==> src/rtl/bcd_count2_scan.sv <==
// Two-digit BCD up/down counter (00..99) with carry and a free-running display scan select.
// Define BCD_SATURATE_EN to hold at 99/00 instead of wrapping; Carry is then tied to 0.
module bcd_count2_scan #(
  parameter int unsigned SCAN_DIV = 1000
) (
  input  logic       Clk,
  input  logic       Rst,
  input  logic       En,
  input  logic       Up,
  input  logic       Load,
  input  logic [3:0] LoadOnes,
  input  logic [3:0] LoadTens,
  output logic [3:0] Ones,
  output logic [3:0] Tens,
  output logic       ScanSel,
  output logic       Carry
);

  localparam int unsigned   DW       = $clog2(SCAN_DIV + 1);
  localparam logic [DW-1:0] DIV_LAST = DW'(SCAN_DIV - 1);

  logic [3:0]    ones_q, ones_d;
  logic [3:0]    tens_q, tens_d;
  logic          carry_q, carry_d;
  logic [DW-1:0] div_q, div_d;
  logic          sel_q, sel_d;
  logic          div_wrap;

  function automatic logic [3:0] clamp9(input logic [3:0] d);
    return (d > 4'd9) ? 4'd9 : d;
  endfunction

  always_comb begin
    ones_d  = ones_q;
    tens_d  = tens_q;
    carry_d = 1'b0;
    if (Load) begin
      ones_d = clamp9(LoadOnes);
      tens_d = clamp9(LoadTens);
    end else if (En) begin
      if (Up) begin
        if (ones_q < 4'd9) begin
          ones_d = ones_q + 4'd1;
        end else if (tens_q < 4'd9) begin
          ones_d = '0;
          tens_d = tens_q + 4'd1;
        end else begin
`ifdef BCD_SATURATE_EN
          ones_d = ones_q;
`else
          ones_d  = '0;
          tens_d  = '0;
          carry_d = 1'b1;
`endif
        end
      end else begin
        if (ones_q != 4'd0) begin
          ones_d = ones_q - 4'd1;
        end else if (tens_q != 4'd0) begin
          ones_d = 4'd9;
          tens_d = tens_q - 4'd1;
        end else begin
`ifdef BCD_SATURATE_EN
          ones_d = ones_q;
`else
          ones_d  = 4'd9;
          tens_d  = 4'd9;
          carry_d = 1'b1;
`endif
        end
      end
    end
  end

  // Scan divider runs regardless of En/Load/Up; only reset restarts the phase.
  always_comb begin
    div_wrap = (div_q == DIV_LAST);
    div_d    = div_wrap ? '0 : div_q + 1'b1;
    sel_d    = sel_q ^ div_wrap;
  end

  always_ff @(posedge Clk) begin
    if (Rst) begin
      ones_q  <= '0;
      tens_q  <= '0;
      carry_q <= 1'b0;
      div_q   <= '0;
      sel_q   <= 1'b0;
    end else begin
      ones_q  <= ones_d;
      tens_q  <= tens_d;
      carry_q <= carry_d;
      div_q   <= div_d;
      sel_q   <= sel_d;
    end
  end

  assign Ones    = ones_q;
  assign Tens    = tens_q;
  assign ScanSel = sel_q;
`ifdef BCD_SATURATE_EN
  assign Carry   = 1'b0;
`else
  assign Carry   = carry_q;
`endif

endmodule

==> config.mk <==
export PLATFORM = sky130hd
export DESIGN_NAME = bcd_count2_scan
export DESIGN_NICKNAME = d
export VERILOG_FILES = /design/src/rtl/bcd_count2_scan.sv
export SDC_FILE = /design/constraint.sdc
export NUM_CORES = 1
export LEC_CHECK = 0
export ABC_AREA = 1
export CAP_MARGIN = 10
export CORE_MARGIN = 2
export CORE_UTILIZATION = 25
export DETAILED_ROUTE_END_ITERATION = 10
export PLACE_DENSITY = 0.47
export SLEW_MARGIN = 15
export SYNTH_ARGS = -nofsm -noshare
export SYNTH_HDL_FRONTEND = slang
export SYNTH_SLANG_ARGS = --single-unit
==> constraint.sdc <==
create_clock -name Clk -period 3.5 [get_ports Clk]
set_input_delay 0.7 -clock Clk [delete_from_list [all_inputs] [get_ports Clk]]
set_output_delay 0.7 -clock Clk [all_outputs]
set_load 0.005 [all_outputs]
# Yosys cells after proc, flatten, opt, wreduce, memory -nomap -nowiden
# Index checks and enable logic that the tools add are counted.
# word_totals
reg_bits	20
# op_classes
n_addsub	5
magnitude_cmp	4
n_eq_ne	3
mux	19
bitwise	2
n_reduce_logical	6
# ops
cell	n
$mux W4	14
$add A10 B1 Y10 const B	1
$eq A10 B10 Y1 const B	1
$add A4 B1 Y4 const B	2
$gt A4 B4 Y1 const B	2
$lt A4 B4 Y1 const B	2
$reduce_bool A4 Y1	2
$sub A4 B1 Y4 const B	2
$ne A3 B3 Y1 const B	2
$mux W1	5
$reduce_and A3 Y1	1
$reduce_or A3 Y1	1
$reduce_bool A2 Y1	1
$reduce_or A2 Y1	1
$not A1 Y1	1
$xor A1 B1 Y1	1

# Longest topological paths before layout
# logic_depth
ltp_word	6
mapped_depth	10

# Worst setup path after synthesis
# Ideal clock, no wire load.
# synth_path
kind	reg-to-reg
startpoint	register ones_q[0] (netlist: Ones[0])
endpoint	register tens_q[2] (netlist: Tens[2])
setup_ns	0.109
arrival_ns	1.275
required_time_ns	3.391
path_slack_ns	2.116
stages_incl_launch_ff	11
synth_period_minus_slack_ns	1.384
cell_sequence	dfxtp_1 inv_1 ha_1 nand2_1 nand2_2 nand3_2 nand3_4 a21oi_1 nand2_1 nand2_1 inv_1
# synth_between
elab_chain_cells	3
elab_cells_between_ends	5
# synth_lines
item	line_no	rtl
start: declaration	22	logic [3:0] ones_q, ones_d;
start signal: assignment	90	ones_q <= ones_d;
$lt A4 B4 Y1 / $reduce_bool A4 Y1 (equally long branches)	42, 57	
$ne A3 B3 Y1 (no line)	--	
$reduce_and A3 Y1 (no line) *	--	
end signal: assignment	91	tens_q <= tens_d;
end: declaration	23	logic [3:0] tens_q, tens_d;
# Mark *: on every way between the ends. The rest lies on a longest branch, timed or not.
# A chain may end at the register's enable or synchronous reset.

# Worst setup path after layout
# layout_path
startpoint	register ones_q[2] (netlist: Ones[2])
endpoint	output Ones[2]
# layout_rtl
item	line_no	rtl
end: declaration	13	output logic [3:0] Ones,
# No word-level cell between the ends.

==> flow_metrics.tcl <==
set metrics [dict create \
    gr-usage-met1_pct 14.7 \
    yosysUniqueCellTypes 25 \
    cts_setup_buffers 0 \
    power_frac_clock_pct 35.4 \
    nets 242 \
    synth_top_area_share_pct 30.9 \
    syn_nets 217 \
    synth_warnings 0 \
    drv_cap 0 \
    cp-start-kind "flop" \
    synth_area_sq_mm 0.00129 \
    clock-sinks 20 \
    grt_pass1_wl_um 5620 \
    place_area_sq_mm 0.00159 \
    wl_per_cell_um 10.9 \
    areaGrowthSynthToFinish_pct 28.3 \
    wl_um 3180 \
    endpoint_kind "primary output" \
    switchingPower_mw 0.185 \
    gp_congestion 0.838 \
    critical_path_class "flop to primary output" \
    core_region_area_sq_mm 0.00504 \
    ir_worst_vdd_uv 122 \
    cp_slowest_cell "clkdlybuf4s50_1" \
    drc 0 \
    cts_buffer_depth 2 \
    fin_skew_ns 0.00803 \
    finalSetupViolCount 0 \
    dp_hpwl_um 2410 \
    cts_hold_buf 0 \
    crit_chain "clkdlybuf4s50_1" \
    gr-usage-met3_pct 1.79 \
    cts_root_buf "clkbuf_8" \
    p_per_area_mw_per_mm2 392 \
    cts.reportedPaths.clkPinSlew_ns 0.08 \
    place_ws_ns 1.25 \
    cp_slowest_stage_delay_ns 0.58 \
    drv_slew 0 \
    die_x_um 75.9 \
    track_usage_pct 11.5 \
    hold_violations 0 \
    multi_input_area_sq_um 776 \
    cp.arrival_ns 1.37 \
    met2_usage_pct 19.9 \
    antenna_found_initial 0 \
    num_rows 26 \
    synth_cells 197 \
    start_util_pct 25.7 \
    whs_ns 0.465 \
    overflow 0 \
    rsz0062_at_grt "no" \
    fmax_mhz 483 \
    worst_slew_pin_slew_ns 0.455 \
    layout_commonest_cell "nand2_1" \
    fin_area_sq_mm 0.00166 \
    setup_ws_ns 1.43 \
    tns_ns 0 \
    status "finished clean" \
    drive_gt1_share_pct 6.33 \
    path_buf_inv 1 \
    p_int_mw 0.467 \
    worstSkewPairLatency_ns 0.26 \
    required_ns 2.80 \
    busiest_layer "met2" \
    die_area_sq_mm 0.00577 \
    die_h_um 75.9 \
    synth_area_leaders "dfxtp_1 (31%), nand2_1 (15%), inv_1 (7.8%)" \
    fillers 553 \
    p_comb_share_pct 24.4 \
    synth_area_per_cell_sq_um 6.57 \
    antenna_left 0 \
    grt_pass1_vias 1224 \
    synth.largest_area_cell "dfxtp_1" \
    grt_start_max_net_pins 13 \
    seqCellArea_sq_um 400 \
    ys_ff_latch 20 \
    max_slew_margin_pct 69.7 \
    numCtsBuffers 3 \
    worstPathMaxFanout 8 \
    switching_share_pct 28.4 \
    path_delay_family "buffers and inverters" \
    power_frac_seq_pct 40.2 \
    yosysSeqAreaShare_pct 30.9 \
    numPortBuffers 22 \
    leakage_nw 0.711 \
    final_cell_mix "nand2_1 (51), inv_1 (27), clkdlybuf4s50_1 (22)" \
    tritoncts "yes" \
    cts.htree.levels 1 \
    timing.final.crit_share_pct 59.1 \
    io_pins 23 \
    drt_iter0_drc 67 \
    avgViaCountPerCell 4.49 \
    firstDrtPassIters 4 \
    placed_cells 287 \
    cts.repair.resized 0 \
    period_minus_slack_ns 2.07 \
    antenna_cells 0 \
    hold_path_class "flop to flop" \
    fin_cells 291 \
    vias 1306 \
]
-- kinds of logic (layout without fill, tap and decap cells) --
kind of cell / Yosys count / count (layout) / share of synthesized area, %
DFF: 20 / 20 / 30.9
and+or+nand+nor: 100 / 100 / 35.6
adders and majority gates: 7 / 7 / 6.77
AOI/OAI and AO/OA: 35 / 35 / 14.2
xor gates and xnor gates: 5 / 5 / 3.38
buffers and inverters: 30 / 54 / 9.09
-- per-stage QoR --
step,total power [mW],util [%]
after floorplan,0.364,-
after global routing,0.696,32.9
after detailed placement,0.426,31.5
final,0.651,32.9
after global placement,0.430,31.5
after CTS,0.664,32.9
-- routing by layer --
layer	vias up	share of wire (%)	routed length (um)
met4	0	0.44	14
met3	2	3.4	109
met1	585	49	1560
met2	28	47	1500
met5	-	0	0
li1	691	-	-
-- power by group through the flow --
stage          clock (mW)  sequential (mW)  combinational [mW]
2_1_floorplan           0            0.261               0.103
3_3_place_gp            0            0.268               0.162
3_5_place_dp            0            0.268               0.158
4_1_cts             0.242            0.262               0.159
5_1_grt             0.250            0.265               0.181
6_report            0.231            0.262               0.159
-- worst paths after layout --
| check | slack (ns) | endpoint | startpoint | depth (start not counted) |
|---|---|---|---|---|
| worst min-delay path | 0.47 | div_q[9]$_SDFF_PP0_ | div_q[9]$_SDFF_PP0_ | 2 |
| worst max-delay path | 1.43 | Ones[2] | Ones[2]$_SDFFE_PP0P_ | 1 |
| worst max register to register | 1.87 | Tens[2]$_SDFFE_PP0P_ | Ones[0]$_SDFFE_PP0P_ | 10 |
| worst min register to register | 0.47 | div_q[9]$_SDFF_PP0_ | div_q[9]$_SDFF_PP0_ | 2 |
-- cell type report --
class	instances	area share, %
flip-flops and latches	20	24.1
multi-input cells	147	46.7
inverters	28	6.33
clock buffers	3	2.49
repair buffers	22	13.3
clock inverters	1	1.81
well taps	70	5.28
-- cells in the mapped netlist --
cell type	n
inv_2	1
xnor2_1	4
inv_1	27
and3_1	1
nand2_2	2
a21oi_2	1
dfxtp_1	20
xor2_1	1
nand3_2	2
nand4_1	6
buf_2	1
buf_4	1
ha_1	7
nand3_1	13
nor2_2	2
nor3_1	1
nand4_2	1
o21ai_0	11
nand3_4	1
nand2_1	51
o22ai_1	2
nor2_1	18
o211ai_1	1
or2_0	2
a21oi_1	20
-- flip-flops by register name (all words and copies together) (netlist names) --
register  count
div_q        10
Ones          4
ScanSel       1
Tens          4
Carry         1
Power figures use the tool's default switching activity.
